--- config.mk ---
export PLATFORM = sky130hd
export DESIGN_NAME = i2c_target_regif_flat
export DESIGN_NICKNAME = d
export VERILOG_FILES = /design/src/rtl/i2c_target_regif_pkg.sv /design/src/rtl/i2c_target_regif_if.sv /design/src/rtl/i2c_target_regif_line_cond.sv /design/src/rtl/i2c_target_regif.sv /design/src/flat_wrapper.sv
export SDC_FILE = /design/constraint.sdc
export NUM_CORES = 1
export LEC_CHECK = 0
export BUFFER_PORTS_ARGS = -buffer_cell sky130_fd_sc_hd__buf_2
export CAP_MARGIN = 10
export CORE_MARGIN = 2
export CORE_UTILIZATION = 30
export DETAILED_ROUTE_END_ITERATION = 16
export MAX_ROUTING_LAYER = met4
export PLACE_DENSITY = 0.47
export SYNTH_ARGS = -nofsm -noshare
export SYNTH_HDL_FRONTEND = slang
export SYNTH_SLANG_ARGS = --single-unit
--- constraint.sdc ---
create_clock -name clk -period 2.6 [get_ports clk]
set_clock_uncertainty 0.05 [all_clocks]
set_input_delay 0.26 -clock clk [delete_from_list [all_inputs] [get_ports clk]]
set_output_delay 0.26 -clock clk [all_outputs]
set_load 0.01 [all_outputs]
--- src/rtl/i2c_target_regif_pkg.sv ---
// Shared types and constants for the I2C register-interface target.
// Optional SCL/SDA glitch filtering is enabled with I2C_TGT_GLITCH_FILTER_EN.
package i2c_tgt_pkg;

  typedef enum logic [3:0] {
    ST_IDLE      = 4'd0,
    ST_ADDR      = 4'd1,
    ST_ADDR_ACK  = 4'd2,
    ST_PTR       = 4'd3,
    ST_PTR_ACK   = 4'd4,
    ST_WDATA     = 4'd5,
    ST_WDATA_ACK = 4'd6,
    ST_RDATA     = 4'd7,
    ST_RACK      = 4'd8,
    ST_IGNORE    = 4'd9
  } state_e;

  localparam logic RW_READ = 1'b1;
  localparam logic ACK     = 1'b0;
  localparam logic NACK    = 1'b1;

  function automatic logic addr_match(input logic [7:0] addr_byte, input logic [6:0] tgt);
    return addr_byte[7:1] == tgt;
  endfunction

endpackage

--- src/rtl/i2c_target_regif_if.sv ---
// Local register bus between the I2C target (master side) and the register file (slave side).
interface i2c_target_regif_if;
  logic [7:0] reg_addr;
  logic [7:0] reg_wdata;
  logic       reg_we;
  logic       reg_re;
  logic [7:0] reg_rdata;

  modport master (output reg_addr, output reg_wdata, output reg_we, output reg_re,
                  input reg_rdata);
  modport slave  (input reg_addr, input reg_wdata, input reg_we, input reg_re,
                  output reg_rdata);
endinterface

--- src/rtl/i2c_target_regif_line_cond.sv ---
// Pad-line conditioner: 2-flop synchronizer, optional stable-count filter
// (I2C_TGT_GLITCH_FILTER_EN), and single-clk rise/fall pulses on the clean level.
module i2c_tgt_line_cond #(
  parameter int unsigned FILTER_LEN = 3
) (
  input  logic clk,
  input  logic reset_n,
  input  logic line_i,
  output logic level_o,
  output logic rise_o,
  output logic fall_o
);

  if (FILTER_LEN < 1) begin : g_bad_filter_len
    $error("FILTER_LEN must be at least 1");
  end

  logic [1:0] sync_q, sync_d;
  logic       prev_q, prev_d;
  logic       level;

  always_comb sync_d = {sync_q[0], line_i};

`ifdef I2C_TGT_GLITCH_FILTER_EN
  localparam int unsigned CW = $clog2(FILTER_LEN + 1);

  logic          filt_q, filt_d;
  logic [CW-1:0] cnt_q, cnt_d;

  // Count consecutive samples that disagree with the held level; adopt the
  // new level once FILTER_LEN of them have been seen in a row.
  always_comb begin
    filt_d = filt_q;
    cnt_d  = '0;
    if (sync_q[1] != filt_q) begin
      if (32'(cnt_q) + 32'd1 >= FILTER_LEN) filt_d = sync_q[1];
      else                                  cnt_d  = cnt_q + 1'b1;
    end
  end

  always_ff @(posedge clk or negedge reset_n) begin
    if (!reset_n) begin
      filt_q <= 1'b1;
      cnt_q  <= '0;
    end else begin
      filt_q <= filt_d;
      cnt_q  <= cnt_d;
    end
  end

  assign level = filt_q;
`else
  assign level = sync_q[1];
`endif

  always_comb prev_d = level;

  always_ff @(posedge clk or negedge reset_n) begin
    if (!reset_n) begin
      sync_q <= '1;
      prev_q <= 1'b1;
    end else begin
      sync_q <= sync_d;
      prev_q <= prev_d;
    end
  end

  assign level_o = level;
  assign rise_o  = level & ~prev_q;
  assign fall_o  = ~level & prev_q;

endmodule

--- src/rtl/i2c_target_regif.sv ---
// I2C target exposing an 8-bit register space over a local bus; never stretches SCL.
// Define I2C_TGT_GLITCH_FILTER_EN to add FILTER_LEN-deep filtering on SCL/SDA.
module i2c_target_regif
  import i2c_tgt_pkg::*;
#(
  parameter logic [6:0]  TGT_ADDR   = 7'h42,
  parameter int unsigned FILTER_LEN = 3
) (
  input  logic                      clk,
  input  logic                      reset_n,
  input  logic                      scl_i,
  input  logic                      sda_i,
  output logic                      sda_oe,
  i2c_target_regif_if.master        bus,
  output logic                      busy
);

  logic scl_lvl, scl_rise, scl_fall;
  logic sda_lvl, sda_rise, sda_fall;

  i2c_tgt_line_cond #(.FILTER_LEN(FILTER_LEN)) u_scl (
    .clk(clk), .reset_n(reset_n), .line_i(scl_i),
    .level_o(scl_lvl), .rise_o(scl_rise), .fall_o(scl_fall)
  );

  i2c_tgt_line_cond #(.FILTER_LEN(FILTER_LEN)) u_sda (
    .clk(clk), .reset_n(reset_n), .line_i(sda_i),
    .level_o(sda_lvl), .rise_o(sda_rise), .fall_o(sda_fall)
  );

  logic start_det, stop_det;
  assign start_det = sda_fall & scl_lvl;
  assign stop_det  = sda_rise & scl_lvl;

  state_e     state_q, state_d;
  logic [3:0] bit_cnt_q, bit_cnt_d;
  logic [7:0] shift_q, shift_d;
  logic [7:0] tx_q, tx_d;
  logic       rw_q, rw_d;
  logic       sda_oe_q, sda_oe_d;
  logic [7:0] reg_addr_q, reg_addr_d;
  logic [7:0] reg_wdata_q, reg_wdata_d;
  logic       reg_we_q, reg_we_d;
  logic       reg_re_q, reg_re_d;
  logic       busy_q, busy_d;

  always_comb begin
    state_d     = state_q;
    bit_cnt_d   = bit_cnt_q;
    shift_d     = shift_q;
    tx_d        = tx_q;
    rw_d        = rw_q;
    sda_oe_d    = sda_oe_q;
    reg_addr_d  = reg_addr_q;
    reg_wdata_d = reg_wdata_q;
    reg_we_d    = 1'b0;
    reg_re_d    = 1'b0;
    busy_d      = busy_q;

    // Post-write pointer advance and read-data capture both trail their strobe by one clk.
    if (reg_we_q) reg_addr_d = reg_addr_q + 8'd1;
    if (reg_re_q) tx_d = bus.reg_rdata;

    if (start_det) begin
      state_d   = ST_ADDR;
      bit_cnt_d = '0;
      sda_oe_d  = 1'b0;
    end else if (stop_det) begin
      state_d   = ST_IDLE;
      bit_cnt_d = '0;
      sda_oe_d  = 1'b0;
      busy_d    = 1'b0;
    end else begin
      case (state_q)
        ST_ADDR, ST_PTR, ST_WDATA: begin
          if (scl_rise) begin
            shift_d   = {shift_q[6:0], sda_lvl};
            bit_cnt_d = bit_cnt_q + 4'd1;
          end else if (scl_fall && bit_cnt_q == 4'd8) begin
            bit_cnt_d = '0;
            if (state_q == ST_ADDR) begin
              if (addr_match(shift_q, TGT_ADDR)) begin
                state_d  = ST_ADDR_ACK;
                sda_oe_d = 1'b1;
                busy_d   = 1'b1;
                rw_d     = shift_q[0];
                reg_re_d = (shift_q[0] == RW_READ);
              end else begin
                state_d = ST_IGNORE;
              end
            end else if (state_q == ST_PTR) begin
              reg_addr_d = shift_q;
              sda_oe_d   = 1'b1;
              state_d    = ST_PTR_ACK;
            end else begin
              reg_wdata_d = shift_q;
              reg_we_d    = 1'b1;
              sda_oe_d    = 1'b1;
              state_d     = ST_WDATA_ACK;
            end
          end
        end

        ST_ADDR_ACK: begin
          if (scl_fall) begin
            if (rw_q == RW_READ) begin
              // The ACK-ending fall also launches the first data bit.
              state_d   = ST_RDATA;
              sda_oe_d  = ~tx_q[7];
              tx_d      = {tx_q[6:0], 1'b0};
              bit_cnt_d = 4'd1;
            end else begin
              state_d  = ST_PTR;
              sda_oe_d = 1'b0;
            end
          end
        end

        ST_PTR_ACK, ST_WDATA_ACK: begin
          if (scl_fall) begin
            state_d  = ST_WDATA;
            sda_oe_d = 1'b0;
          end
        end

        ST_RDATA: begin
          if (scl_fall) begin
            if (bit_cnt_q == 4'd8) begin
              state_d   = ST_RACK;
              sda_oe_d  = 1'b0;
              bit_cnt_d = '0;
            end else begin
              sda_oe_d  = ~tx_q[7];
              tx_d      = {tx_q[6:0], 1'b0};
              bit_cnt_d = bit_cnt_q + 4'd1;
            end
          end
        end

        ST_RACK: begin
          if (scl_rise) begin
            if (sda_lvl == ACK) begin
              reg_addr_d = reg_addr_q + 8'd1;
              reg_re_d   = 1'b1;
              bit_cnt_d  = '0;
              state_d    = ST_RDATA;
            end else begin
              state_d = ST_IGNORE;
            end
          end
        end

        default: ;
      endcase
    end
  end

  always_ff @(posedge clk or negedge reset_n) begin
    if (!reset_n) begin
      state_q     <= ST_IDLE;
      bit_cnt_q   <= '0;
      shift_q     <= '0;
      tx_q        <= '0;
      rw_q        <= 1'b0;
      sda_oe_q    <= 1'b0;
      reg_addr_q  <= '0;
      reg_wdata_q <= '0;
      reg_we_q    <= 1'b0;
      reg_re_q    <= 1'b0;
      busy_q      <= 1'b0;
    end else begin
      state_q     <= state_d;
      bit_cnt_q   <= bit_cnt_d;
      shift_q     <= shift_d;
      tx_q        <= tx_d;
      rw_q        <= rw_d;
      sda_oe_q    <= sda_oe_d;
      reg_addr_q  <= reg_addr_d;
      reg_wdata_q <= reg_wdata_d;
      reg_we_q    <= reg_we_d;
      reg_re_q    <= reg_re_d;
      busy_q      <= busy_d;
    end
  end

  assign sda_oe        = sda_oe_q;
  assign busy          = busy_q;
  assign bus.reg_addr  = reg_addr_q;
  assign bus.reg_wdata = reg_wdata_q;
  assign bus.reg_we    = reg_we_q;
  assign bus.reg_re    = reg_re_q;

endmodule

--- src/flat_wrapper.sv ---
// flat-port wrapper written by rule: the top's interface ports become plain ports
module i2c_target_regif_flat import i2c_tgt_pkg::*;
#(
  parameter logic [6:0]  TGT_ADDR   = 7'h42,
  parameter int unsigned FILTER_LEN = 3
)
  (clk, reset_n, scl_i, sda_i, sda_oe, busy, bus_reg_addr, bus_reg_wdata, bus_reg_we, bus_reg_re, bus_reg_rdata);
  i2c_target_regif_if bus_i ();
  input  logic clk;
  input  logic reset_n;
  input  logic scl_i;
  input  logic sda_i;
  output logic sda_oe;
  output logic busy;
  output wire logic [$bits(bus_i.reg_addr)-1:0] bus_reg_addr;
  output wire logic [$bits(bus_i.reg_wdata)-1:0] bus_reg_wdata;
  output wire logic [$bits(bus_i.reg_we)-1:0] bus_reg_we;
  output wire logic [$bits(bus_i.reg_re)-1:0] bus_reg_re;
  input wire logic [$bits(bus_i.reg_rdata)-1:0] bus_reg_rdata;
  assign bus_reg_addr = bus_i.reg_addr;
  assign bus_reg_wdata = bus_i.reg_wdata;
  assign bus_reg_we = bus_i.reg_we;
  assign bus_reg_re = bus_i.reg_re;
  assign bus_i.reg_rdata = bus_reg_rdata;
  i2c_target_regif #(.TGT_ADDR(TGT_ADDR), .FILTER_LEN(FILTER_LEN)) u_core (.clk(clk), .reset_n(reset_n), .scl_i(scl_i), .sda_i(sda_i), .sda_oe(sda_oe), .bus(bus_i), .busy(busy));
endmodule
==> results of run 1 <==
-- final cells by class --
cell class / count / area (um2) / share of cell area [%]
inverter: 7 / 26.3 / 0.773
timing repair buffer: 43 / 253 / 7.44
clock inverter: 3 / 22.5 / 0.663
clock buffer: 5 / 68.8 / 2.03
tap: 133 / 166 / 4.90
multi-input combinational: 225 / 1580 / 46.4
sequential: 51 / 1280 / 37.8
-- how the worst max path moves through the flow --
stage,startpoint,to,slack [ns]
after global routing,u_core.bit_cnt_q[0]$_DFFE_PN0P_,u_core.tx_q[3]$_DFF_PN0_,0.02
after detailed placement,u_core.u_sda.sync_q[1]$_DFF_PN1_,u_core.shift_q[0]$_DFFE_PN0P_,0.18
final,u_core.bit_cnt_q[0]$_DFFE_PN0P_,u_core.tx_q[3]$_DFF_PN0_,0.28
after global placement,u_core.u_sda.sync_q[1]$_DFF_PN1_,u_core.shift_q[0]$_DFFE_PN0P_,0.25
after CTS,u_core.u_sda.sync_q[1]$_DFF_PN1_,u_core.shift_q[1]$_DFFE_PN0P_,0.17
after floorplan,u_core.bit_cnt_q[0]$_DFFE_PN0P_,u_core.bus.reg_addr[7]$_DFF_PN0_,0.68
-- registers in the layout, indices dropped and copies added, names as in the netlist --
signal                flops
u_core.bus.reg_addr       8
u_core.u_scl.prev_q       1
u_core.state_q            4
u_core.u_sda.prev_q       1
u_core.busy               1
u_core.tx_q               8
u_core.bus.reg_re         1
u_core.u_sda.sync_q       2
u_core.bit_cnt_q          4
u_core.bus.reg_we         1
u_core.bus.reg_wdata      8
u_core.rw_q               1
u_core.u_scl.sync_q       2
u_core.shift_q            8
u_core.sda_oe             1
-- synth_stat cells (all sizes together), types with 2 or more instances --
cell	n
dfrtp	45
a211oi	3
nand2	35
nand3b	2
o221ai	3
nor3b	3
mux2	20
buf	10
nor2	21
a221oi	2
o21ai	16
nand3	14
mux2i	14
a32oi	2
dfstp	6
ha	3
a21oi	15
nor2b	7
nor4	3
a31oi	3
or2	2
and2	2
inv	7
nand4	2
o21a	2
o211ai	3
a311o	2
and3	3
a21o	2
xor2	3
nand2b	9
nor4b	2
or4b	2
clkbuf	3
nor3	5
a311oi	2
xnor2	5
-- power by group --
part / internal, uW / switching (uW)
sequential: 946 / 234
clock: 196 / 296
combinational: 468 / 554
total: 1610 / 1080
-- worst max-delay path, delay by kind of cell (launching register included) --
kind | cells | cell delay (ns)
buf+inv | 1 | 0.08
compound gates | 2 | 1.01
fa+ha+maj | 1 | 0.19
simple gates | 2 | 0.39
flops | 1 | 0.44
-- routing by layer --
| layer | vias to the layer above | wire length, um | GRT usage (%) |
|---|---|---|---|
| li1 | 1152 | - | - |
| met1 | 1133 | 3520 | 21.4 |
| met2 | 38 | 3300 | 21.7 |
| met3 | 7 | 234 | 2.42 |
| met4 | 0 | 95 | 3.74 |
| met5 | - | 0 | - |
-- kinds of logic (layout without fill, tap and decap cells) --
| group | after synthesis | in the layout | synth area share, % |
|---|---|---|---|
| mux | 34 | 34 | 12.6 |
| flops | 51 | 51 | 43.4 |
| buf+inv | 20 | 58 | 3.51 |
| xor+xnor | 8 | 8 | 2.37 |
| fa+ha+maj | 3 | 3 | 1.27 |
| simple gates | 117 | 117 | 22.0 |
| compound gates | 63 | 63 | 14.8 |
-- metrics by stage --
| stage | power, uW | hold WS (ns) | instances |
|---|---|---|---|
| after floorplan | 1970 | -0.0856 | 296 |
| after global placement | 2220 | 0.289 | 456 |
| after CTS | 2720 | 0.155 | 467 |
| final | 2690 | 0.164 | 467 |
| after global routing | 2910 | 0.173 | 467 |
| after detailed placement | 2220 | 0.285 | 456 |
-- repair_timing --
action                                 4_1_cts  5_1_grt
gates resized for setup                      0        1
setup endpoints to repair                    0        4
hold buffers                                 3        0
endpoints found under the hold margin       24        0
==> results.md, run 1 <==
* Outcome: completed
* Initial cell density of the core at 30.5%
* Ys Warns at 0
* Root buffer cell: clkbuf_8
* Vias at 2330
* Routed Antenna Nets at 0
* Peak Freq at 0.431 GHz
* DIE WIDTH at 103 um
* Synthesis-stage register bit count at 51
* Crit Path Class: reg2reg
* Mapped Nets at 311
* Setup Buffers After CTS at 0
* Iteration-0 DRC count of the detailed router at 161
* Rel. slew slack at 43.3%
* Worst vdd ir at 0.328 mV
* Synth top area share at a little under two fifths
* Seq/Total Area, Yosys at approximately 43%
* Cell row count at 36
* Initial antenna violation count at 0
* Largest net degree at the start of global routing at 29
* Synth Flop Type: dfrtp_1
* TritonCTS clock tree: done
* WP data required at 2.71 ns
* Total congestion overflow at 0
* Clock sinks at 51
* Clock Latency Late Sink at 0.31 ns
* Via density at 4.99
* Area after DPL at 3270 um2
* Tcrit/Tclk final at 89.3%
* Max_cap viols at 0
* GR Util All Layers at ~15%
* Nets at about 350
* RSZ-0062 raised after global routing: no
* Most frequent cells in the layout: dfrtp_1 (45), nand2_1 (34), buf_2 (31)
* Critical Path End Type: register
* Fin util at 35.1%
* Leak at 0.00150 uW
* Slew Limit Fails at 0
* Final WL at 7.16 mm
* Hold Path Class: in2reg
* Area contributors post-synth: dfrtp_1 (38%), dfstp_2 (5.3%), mux2i_1 (4.7%)
* DRC violations left at 0
* Ys async rst share at 100%
* R2R Path Start: u_core.bit_cnt_q[0]$_DFFE_PN0P_
* Placer Congestion at 0.877
* Worst setup margin at 0.278 ns
* First-pass GRT wire length at 12.0 mm
* Share of post-route cells with drive strength above 1 at 24.3%
* I/O Buffers at 31
* Crit start category: register
* CTS Buffer Depth at 2
* Core Area at 9680 um2
* Mean post-synth cell area at about 10 um2
* Design area at 3400 um2
* Hold Path Depth at 3
* Number of flops mapped to enable cells by yosys at 0
* Clock transition at path regs at 0.11 ns
* Area Growth Syn to Fin at 14.9%
* Worst Tran Pin Value at 0.849 ns
* Dpl hpwl at 5.25 mm
* Die ar. at 10700 um2
* Slowest CP cell: a211oi_2
* Commonest non-fill, non-tap cell in the layout: dfrtp_1
* Final setup violation count at 0
* R2r setup slk at between 0.2 and 0.3 ns
* Post-route minimum period at 2.32 ns
* Fill cells at about 1000
* Syn Inst Count at approximately 300
* H-tree depth at 2
* Pre-CTS setup slack at 0.178 ns
* Number of global-route vias before repair at ~2300
* Arrival time at the worst endpoint at approximately 2.4 ns
* Crit-path max cell delay at 0.80 ns
* Die Height at ~100 um
* Diode count at 0
* Hold_sp: bus_reg_rdata[0]
* Yosys cell types at 69
* Post-synthesis cell area at 2960 um2
* Post-route setup TNS at 0 ns
* I/O Pins at 32
* Leading area contributor after synthesis: dfrtp_1
* Crit Reg-Reg Endpoint: u_core.tx_q[3]$_DFF_PN0_
* Routed WL per cell at 15.3 um
* Reg2reg path depth at 6
* Count of final hold-check violations at 0
* Drt pass-1 iters at 4
* Worst hold endpoint: u_core.tx_q[0]$_DFF_PN0_
* Pwr dens at 793 nW/um2
* Worst-path cell chain: inv_1, ha_1, nand3b_1, nand2_1, a211oi_2, o21ai_0
* Crit-path max FO at 15
* CTS Buf Count at 5
(Power assumes the default switching activity.)
==> run 2: changes to the inputs <==
--- a/config.mk
+++ b/config.mk
@@ -8,10 +8,10 @@
 export BUFFER_PORTS_ARGS = -buffer_cell sky130_fd_sc_hd__buf_2
 export CAP_MARGIN = 10
 export CORE_MARGIN = 2
-export CORE_UTILIZATION = 30
+export CORE_UTILIZATION = 45
 export DETAILED_ROUTE_END_ITERATION = 16
 export MAX_ROUTING_LAYER = met4
-export PLACE_DENSITY = 0.47
+export PLACE_DENSITY = 0.65
 export SYNTH_ARGS = -nofsm -noshare
 export SYNTH_HDL_FRONTEND = slang
 export SYNTH_SLANG_ARGS = --single-unit
==> results.md, run 2 (synthesized netlist as in run 1, its figures left out) <==
* Setup Buffers After CTS at 0 (unchanged)
* WP data required at 2.71 ns (about the same)
* Iteration-0 DRC count of the detailed router at 155 (was 161)
* RSZ-0062 raised after global routing: no (unchanged)
* Total congestion overflow at 0 (unchanged)
* CTS Buffer Depth at 2 (unchanged)
* Design area at 3300 um2 (was 3400 um2)
* First-pass GRT wire length at 11.4 mm (was 12.0 mm)
* Die ar. at 7240 um2 (was 10700 um2)
* Post-route setup TNS at 0 ns (unchanged)
* Post-route minimum period at 2.30 ns (was 2.32 ns)
* Final WL at 6.52 mm (was 7.16 mm)
* Via density at 5.76 (was 4.99)
* Worst Tran Pin Value at 0.960 ns (was 0.849 ns)
* Rel. slew slack at 36.0% (was 43.3%)
* Hold buffers post-CTS at 2 (was 3)
* Number of global-route vias before repair at 2351 (was 2266)
* Clock sinks at 51 (unchanged)
* Post-cts gate resize count at 0 (unchanged)
* Routed Antenna Nets at 0 (unchanged)
* Vias at 2349 (was 2330)
* H-tree depth at 2 (unchanged)
* Tcrit/Tclk final at 88.3% (was 89.3%)
* Largest net degree at the start of global routing at 45 (was 29)
* Placer Congestion at 0.946 (was 0.877)
* Max_cap viols at 0 (unchanged)
* Hold Path Class: in2async (was in2reg)
* Drt pass-1 iters at 4 (unchanged)
* Arrival time at the worst endpoint at 2.41 ns (was 2.43 ns)
* Clock Latency Late Sink at 0.31 ns (about the same)
* I/O Pins at 32 (unchanged)
* Crit start category: register (unchanged)
* Final Non-Filler Cells at 408 (was 467)
* Initial cell density of the core at 46.6% (was 30.5%)
* Nets at 345 (was 348)
* Core Area at 6350 um2 (was 9680 um2)
* Root buffer cell: clkbuf_8 (unchanged)
* Area after DPL at 3180 um2 (was 3270 um2)
* I/O Buffers at 31 (unchanged)
* Final setup violation count at 0 (unchanged)
* Routed WL per cell at 16.0 um (was 15.3 um)
* Count of final hold-check violations at 0 (unchanged)
* Commonest non-fill, non-tap cell in the layout: dfrtp_1 (unchanged)
* DRC violations left at 0 (unchanged)
* Initial antenna violation count at 0 (unchanged)
* Crit Path Class: reg2reg (unchanged)
* DIE WIDTH at 85.1 um (was 103 um)
* Leak at 0.00148 uW (was 0.00150 uW)
* Most frequent cells in the layout: dfrtp_1 (45), nand2_1 (34), buf_2 (31) (unchanged)
* Worst vdd ir at 0.494 mV (was 0.328 mV)
* Share of post-route cells with drive strength above 1 at 23.9% (was 24.3%)
* Die Height at 85.1 um (was 103 um)
* Critical Path End Type: register (unchanged)
* Clock transition at path regs at 0.10 ns (was 0.11 ns)
* Crit Reg-Reg Endpoint: u_core.tx_q[6]$_DFF_PN0_ (was u_core.tx_q[3]$_DFF_PN0_)
* Dpl hpwl at 4.73 mm (was 5.25 mm)
* GR Util All Layers at 20.0% (was 14.8%)
* Diode count at 0 (unchanged)
* Placed Cells at 398 (was 456)
* Final hold slack at 0.0310 ns (was 0.164 ns)
* TritonCTS clock tree: done (unchanged)
* Pwr dens at 817 nW/um2 (was 793 nW/um2)
* Outcome: completed (unchanged)
* Slew Limit Fails at 0 (unchanged)
* Peak Freq at 0.435 GHz (was 0.431 GHz)
* Reg2reg path depth at 4 (was 6)
* R2r setup slk at 0.30 ns (was 0.28 ns)
* Area Growth Syn to Fin at 11.6% (was 14.9%)
* CTS Buf Count at 5 (unchanged)
* Crit-path max FO at 20 (was 15)
* R2R Path Start: u_core.state_q[2]$_DFFE_PN0P_ (was u_core.bit_cnt_q[0]$_DFFE_PN0P_)
* Cell row count at 29 (was 36)
run 2: changes by cell type in the layout (fill, tap and decap cells not counted), sizes merged:
cell	delta
inv	-1
dlygate4sd3	-1
clkinvlp	+1
buf	-2
run 2: where the power goes:
group	internal [uW]	total [uW]	switching, uW
Clock	198	499	300
Sequential	945	1200	252
Combinational	459	1000	543
Total	1600	2700	1090
run 2: stage by stage:
stage	total power (uW)	setup WS [ns]	util (%)
2_1_floorplan	1970	0.679	-
3_3_place_gp	2190	0.416	50.1
3_5_place_dp	2210	0.351	50.1
4_1_cts	2710	0.330	52.0
5_1_grt	2890	0.0844	52.0
6_report	2700	0.303	52.0
run 2: critical path, cell delays in order, from the launching register on:
cell and delay [ns]:
dfrtp_1 0.77, nand2b_1 0.24, nand3_1 0.11, a211oi_2 0.75, o21ai_0 0.22
run 2: area by class of cell:
class	instances	area, um2
clock inverters	3	27.5
fillers	561	3050
clock buffers	5	68.8
well taps	77	96.3
flip-flops and latches	51	1280
multi-input cells	225	1570
repair buffers	40	228
inverters	7	26.3
run 2: per-layer routing:
metal / GRT usage [%] / vias to the layer above / part of all wire (%)
met5: - / - / 0
met4: 5.48 / 0 / 1.3
met3: 3.40 / 8 / 3.9
met2: 29.5 / 49 / 46
met1: 28.5 / 1150 / 48
li1: - / 1142 / -
run 2: worst max-delay path by stage:
stage / slack [ns] / startpoint / depth (start not counted) / to
6_report: 0.30 / u_core.state_q[2]$_DFFE_PN0P_ / 4 / u_core.tx_q[6]$_DFF_PN0_
5_1_grt: 0.08 / u_core.bit_cnt_q[0]$_DFFE_PN0P_ / 6 / u_core.tx_q[6]$_DFF_PN0_
4_1_cts: 0.33 / u_core.state_q[2]$_DFFE_PN0P_ / 4 / u_core.tx_q[6]$_DFF_PN0_
3_5_place_dp: 0.35 / u_core.state_q[2]$_DFFE_PN0P_ / 4 / u_core.tx_q[3]$_DFF_PN0_
3_3_place_gp: 0.42 / u_core.state_q[2]$_DFFE_PN0P_ / 4 / u_core.state_q[3]$_DFFE_PN0P_
2_1_floorplan: 0.68 / u_core.bit_cnt_q[0]$_DFFE_PN0P_ / 7 / u_core.bus.reg_addr[7]$_DFF_PN0_
==> run 3: changes to the inputs <==
--- a/config.mk
+++ b/config.mk
@@ -8,10 +8,11 @@
 export BUFFER_PORTS_ARGS = -buffer_cell sky130_fd_sc_hd__buf_2
 export CAP_MARGIN = 10
 export CORE_MARGIN = 2
-export CORE_UTILIZATION = 45
+export CORE_UTILIZATION = 39
 export DETAILED_ROUTE_END_ITERATION = 16
 export MAX_ROUTING_LAYER = met4
-export PLACE_DENSITY = 0.65
+export PLACE_DENSITY = 0.58
 export SYNTH_ARGS = -nofsm -noshare
 export SYNTH_HDL_FRONTEND = slang
+export SYNTH_HIERARCHICAL = 1
 export SYNTH_SLANG_ARGS = --single-unit
==> results.md, run 3 <==
* Outcome: completed (unchanged)
* Leading area contributor after synthesis: dfrtp_1 (unchanged)
* Nets at 353 (was 345)
* Worst setup margin at 0.248 ns (was 0.303 ns)
* Number of global-route vias before repair at 2450 (was 2351)
* CTS Buf Count at 5 (unchanged)
* DRC violations left at 0 (unchanged)
* Clock transition at path regs at 0.10 ns (about the same)
* Pwr dens at 822 nW/um2 (was 817 nW/um2)
* Top post-synthesis cells by count: dfrtp_1 (45), nand2_1 (25), nor2_1 (20), o21ai_0 (17), mux2_2 (14) (was dfrtp_1 (45), nand2_1 (34), nor2_1 (18), a21oi_1 (14), mux2i_1 (14))
* Max_cap viols at 0 (unchanged)
* Final setup violation count at 0 (unchanged)
* Worst hold endpoint: u_core/tx_q[0]$_DFF_PN0_
* Area after DPL at 3310 um2 (was 3180 um2)
* Final Non-Filler Cells at 441 (was 408)
* WL met1 at 3.41 mm (was 3.15 mm)
* R2R Path Start: u_core/u_scl/prev_q$_DFF_PN1_ (was u_core.state_q[2]$_DFFE_PN0P_)
* Routed Antenna Nets at 0 (unchanged)
* Most common cell in the synthesized netlist: dfrtp_1 (unchanged)
* Mapped Nets at 315 (was 311)
* Clock sinks at 51 (unchanged)
* Placer Congestion at 0.994 (was 0.946)
* Design area at 3440 um2 (was 3300 um2)
* DIE WIDTH at 92.1 um (was 85.1 um)
* I/O Buffers at 31 (unchanged)
* R2r setup slk at 0.25 ns (was 0.30 ns)
* Die Height at 92.1 um (was 85.1 um)
* Arrival time at the worst endpoint at 2.50 ns (was 2.41 ns)
* Initial cell density of the core at 39.8% (was 46.6%)
* Worst-path cell chain: and2b_2, nand4b_1, or3_1, a311oi_1, nor2_1, a221o_1 (was nand2b_1, nand3_1, a211oi_2, o21ai_0)
* Crit Path Class: reg2reg (unchanged)
* Count of final hold-check violations at 0 (unchanged)
* Share of post-route cells with drive strength above 1 at 27.1% (was 23.9%)
* Peak Freq at 0.425 GHz (was 0.435 GHz)
* Synthesis-stage register bit count at 51 (unchanged)
* Highest Signal Layer: met4 (unchanged)
* Leak at 0.00149 uW (was 0.00148 uW)
* RSZ-0062 raised after global routing: no (unchanged)
* Hold buffers post-CTS at 3 (was 2)
* Hold Path Class: in2reg (was in2async)
* WP data required at 2.75 ns (was 2.71 ns)
* Reg2reg path depth at 6 (was 4)
* Die ar. at 8480 um2 (was 7240 um2)
* Sequential share of power at 40.0% (was 44.4%)
* TritonCTS clock tree: done (unchanged)
* Via density at 5.83 (was 5.76)
* Mean post-synth cell area at 10.1 um2 (was 9.99 um2)
* Diode count at 0 (unchanged)
* Area Growth Syn to Fin at 13.6% (was 11.6%)
* Routed WL per cell at 16.5 um (was 16.0 um)
* Crit path buf inv count at 0 (unchanged)
* Dpl hpwl at 5.21 mm (was 4.73 mm)
* Sw power at 1160 uW (was 1090 uW)
* Worst vdd ir at 0.326 mV (was 0.494 mV)
* Yosys cell types at 74 (was 69)
* Post-route minimum period at 2.35 ns (was 2.30 ns)
* Worst Tran Pin Value at 0.530 ns (was 0.960 ns)
* Syn Inst Count at 300 (was 296)
* Largest net degree at the start of global routing at 42 (was 45)
* I/O Pins at 32 (unchanged)
* Initial antenna violation count at 0 (unchanged)
* GR Util All Layers at 18.5% (was 20.0%)
* Cell row count at 32 (was 29)
* Post-synthesis cell area at 3030 um2 (was 2960 um2)
* Crit Reg-Reg Endpoint: u_core/bus.reg_addr[1]$_DFF_PN0_ (was u_core.tx_q[6]$_DFF_PN0_)
* Vias at 2572 (was 2349)
* Critical Path End Type: register (unchanged)
* Synth Flop Type: dfrtp_1 (unchanged)
* Tcrit/Tclk final at 90.5% (was 88.3%)
* Delay-heaviest family, CP: simple AND/OR/NAND/NOR gates (was compound AO/OA/AOI/OAI gates)
* Area contributors post-synth: dfrtp_1 (37%), dfstp_2 (5.2%), mux2_2 (5.2%) (was dfrtp_1 (38%), dfstp_2 (5.3%), mux2i_1 (4.7%))
* Hold Path Depth at 3
* Commonest non-fill, non-tap cell in the layout: dfrtp_1 (unchanged)
* Final hold slack at 0.162 ns (was 0.0310 ns)
* Root buffer cell: clkbuf_8 (unchanged)
* Synth top area share at 37.2% (was 38.1%)
* Crit start category: register (unchanged)
* Most frequent cells in the layout: dfrtp_1 (45), buf_2 (31), nand2_1 (25) (was dfrtp_1 (45), nand2_1 (34), buf_2 (31))
* Crit-path max FO at 11 (was 20)
* Final WL at 7.30 mm (was 6.52 mm)
* Rel. slew slack at 64.7% (was 36.0%)
* Crit-path max cell delay at 0.55 ns (was 0.77 ns)
* CTS Buffer Depth at 2 (unchanged)
* Post-cts gate resize count at 0 (unchanged)
* Pint at 1670 uW (was 1600 uW)
* Ys async rst share at 100% (unchanged)
* Core Area at 7610 um2 (was 6350 um2)
* Ys Warns at 6 (was 0)
* H-tree depth at 2 (unchanged)
* Slowest CP cell: or3_1 (was dfrtp_1)
* First-pass GRT wire length at 12.2 mm (was 11.4 mm)
* Post-route setup TNS at 0 ns (unchanged)
* Clock Latency Late Sink at 0.31 ns (about the same)
* Seq/Total Area, Yosys at 42.4% (was 43.4%)
* Metal2 WL at 3.27 mm (was 3.03 mm)
* Clock Power Share at 17.5% (was 18.5%)
* Slew Limit Fails at 0 (unchanged)
* Sw Ratio at 40.9% (was 40.6%)
* WP depth at 6 (was 4)
* Iteration-0 DRC count of the detailed router at 285 (was 155)
* Combinational share of power at 42.5% (was 37.1%)
* Total congestion overflow at 0 (unchanged)
* Drt pass-1 iters at 6 (was 4)
* Fill cells at 761 (was 561)
* Pre-CTS setup slack at 0.273 ns (was 0.351 ns)
* Setup Buffers After CTS at 0 (unchanged)
* Number of flops mapped to enable cells by yosys at 0 (unchanged)
* Met3 wire length at 489 um (was 254 um)
* Hold_sp: bus_reg_rdata[0]
* Placed Cells at 430 (was 398)
==> run 3: final cells by class <==
cell class | instances | area, um2 | area share [%]
multi-input combinational | 228 | 1630 | 47.3
sequential | 51 | 1280 | 37.3
timing repair buffer | 48 | 290 | 8.44
tap | 102 | 128 | 3.71
clock buffer | 5 | 68.8 | 2.00
clock inverter | 3 | 27.5 | 0.801
inverter | 4 | 15.0 | 0.437
==> run 3: cells by family (layout without fill, tap and decap cells) <==
logic type               Yosys count  after routing  synth area share [%]
AO/OA/AOI/OAI                     88             88                  21.0
buffers and inverters             21             60                  3.85
XOR/XNOR                           8              8                  2.32
AND/OR/NAND/NOR                  103            103                  19.9
adder cells (fa/ha/maj)            3              3                  1.24
multiplexers                      26             26                  9.26
flip-flops                        51             51                  42.4
==> run 3: through the flow <==
stage / total power [uW] / util, %
detailed placement: 2320 / 43.5
floorplan: 2030 / -
global placement: 2330 / 43.5
global route: 3030 / 45.2
CTS: 2830 / 45.2
finish: 2830 / 45.2
==> run 3: power by group through the flow <==
stage / combinational [uW] / clock (uW) / sequential, uW
global route: 1330 / 549 / 1160
finish: 1200 / 495 / 1130
global placement: 1180 / 0 / 1140
detailed placement: 1180 / 0 / 1140
CTS: 1180 / 518 / 1130
floorplan: 966 / 0 / 1070
==> run 3: worst min-delay path, cell delays in order <==
cell     delay (ns)
buf_2          0.07
mux2i_1        0.06
nor2_1         0.09
==> run 3: worst max-delay path by stage <==
stage / to / startpoint / slack (ns)
final: u_core/bus.reg_addr[1]$_DFF_PN0_ / u_core/u_scl/prev_q$_DFF_PN1_ / 0.25
after global routing: u_core/bus.reg_addr[0]$_DFF_PN0_ / u_core/u_scl/prev_q$_DFF_PN1_ / 0.11
after CTS: u_core/bus.reg_addr[1]$_DFF_PN0_ / u_core/u_scl/prev_q$_DFF_PN1_ / 0.25
after detailed placement: u_core/bus.reg_addr[0]$_DFF_PN0_ / u_core/u_scl/prev_q$_DFF_PN1_ / 0.27
after global placement: u_core/bus.reg_addr[1]$_DFF_PN0_ / u_core/u_scl/prev_q$_DFF_PN1_ / 0.33
after floorplan: u_core/bus.reg_wdata[0]$_DFFE_PN0P_ / u_core/u_sda/sync_q[1]$_DFF_PN1_ / 0.49
==> run 3: routing by layer <==
metal / global-route usage, % / up-vias
met2: 27.5 / 128
met3: 3.53 / 21
met4: 6.34 / 0
li1: - / 1197
met1: 25.6 / 1226
met5: - / -
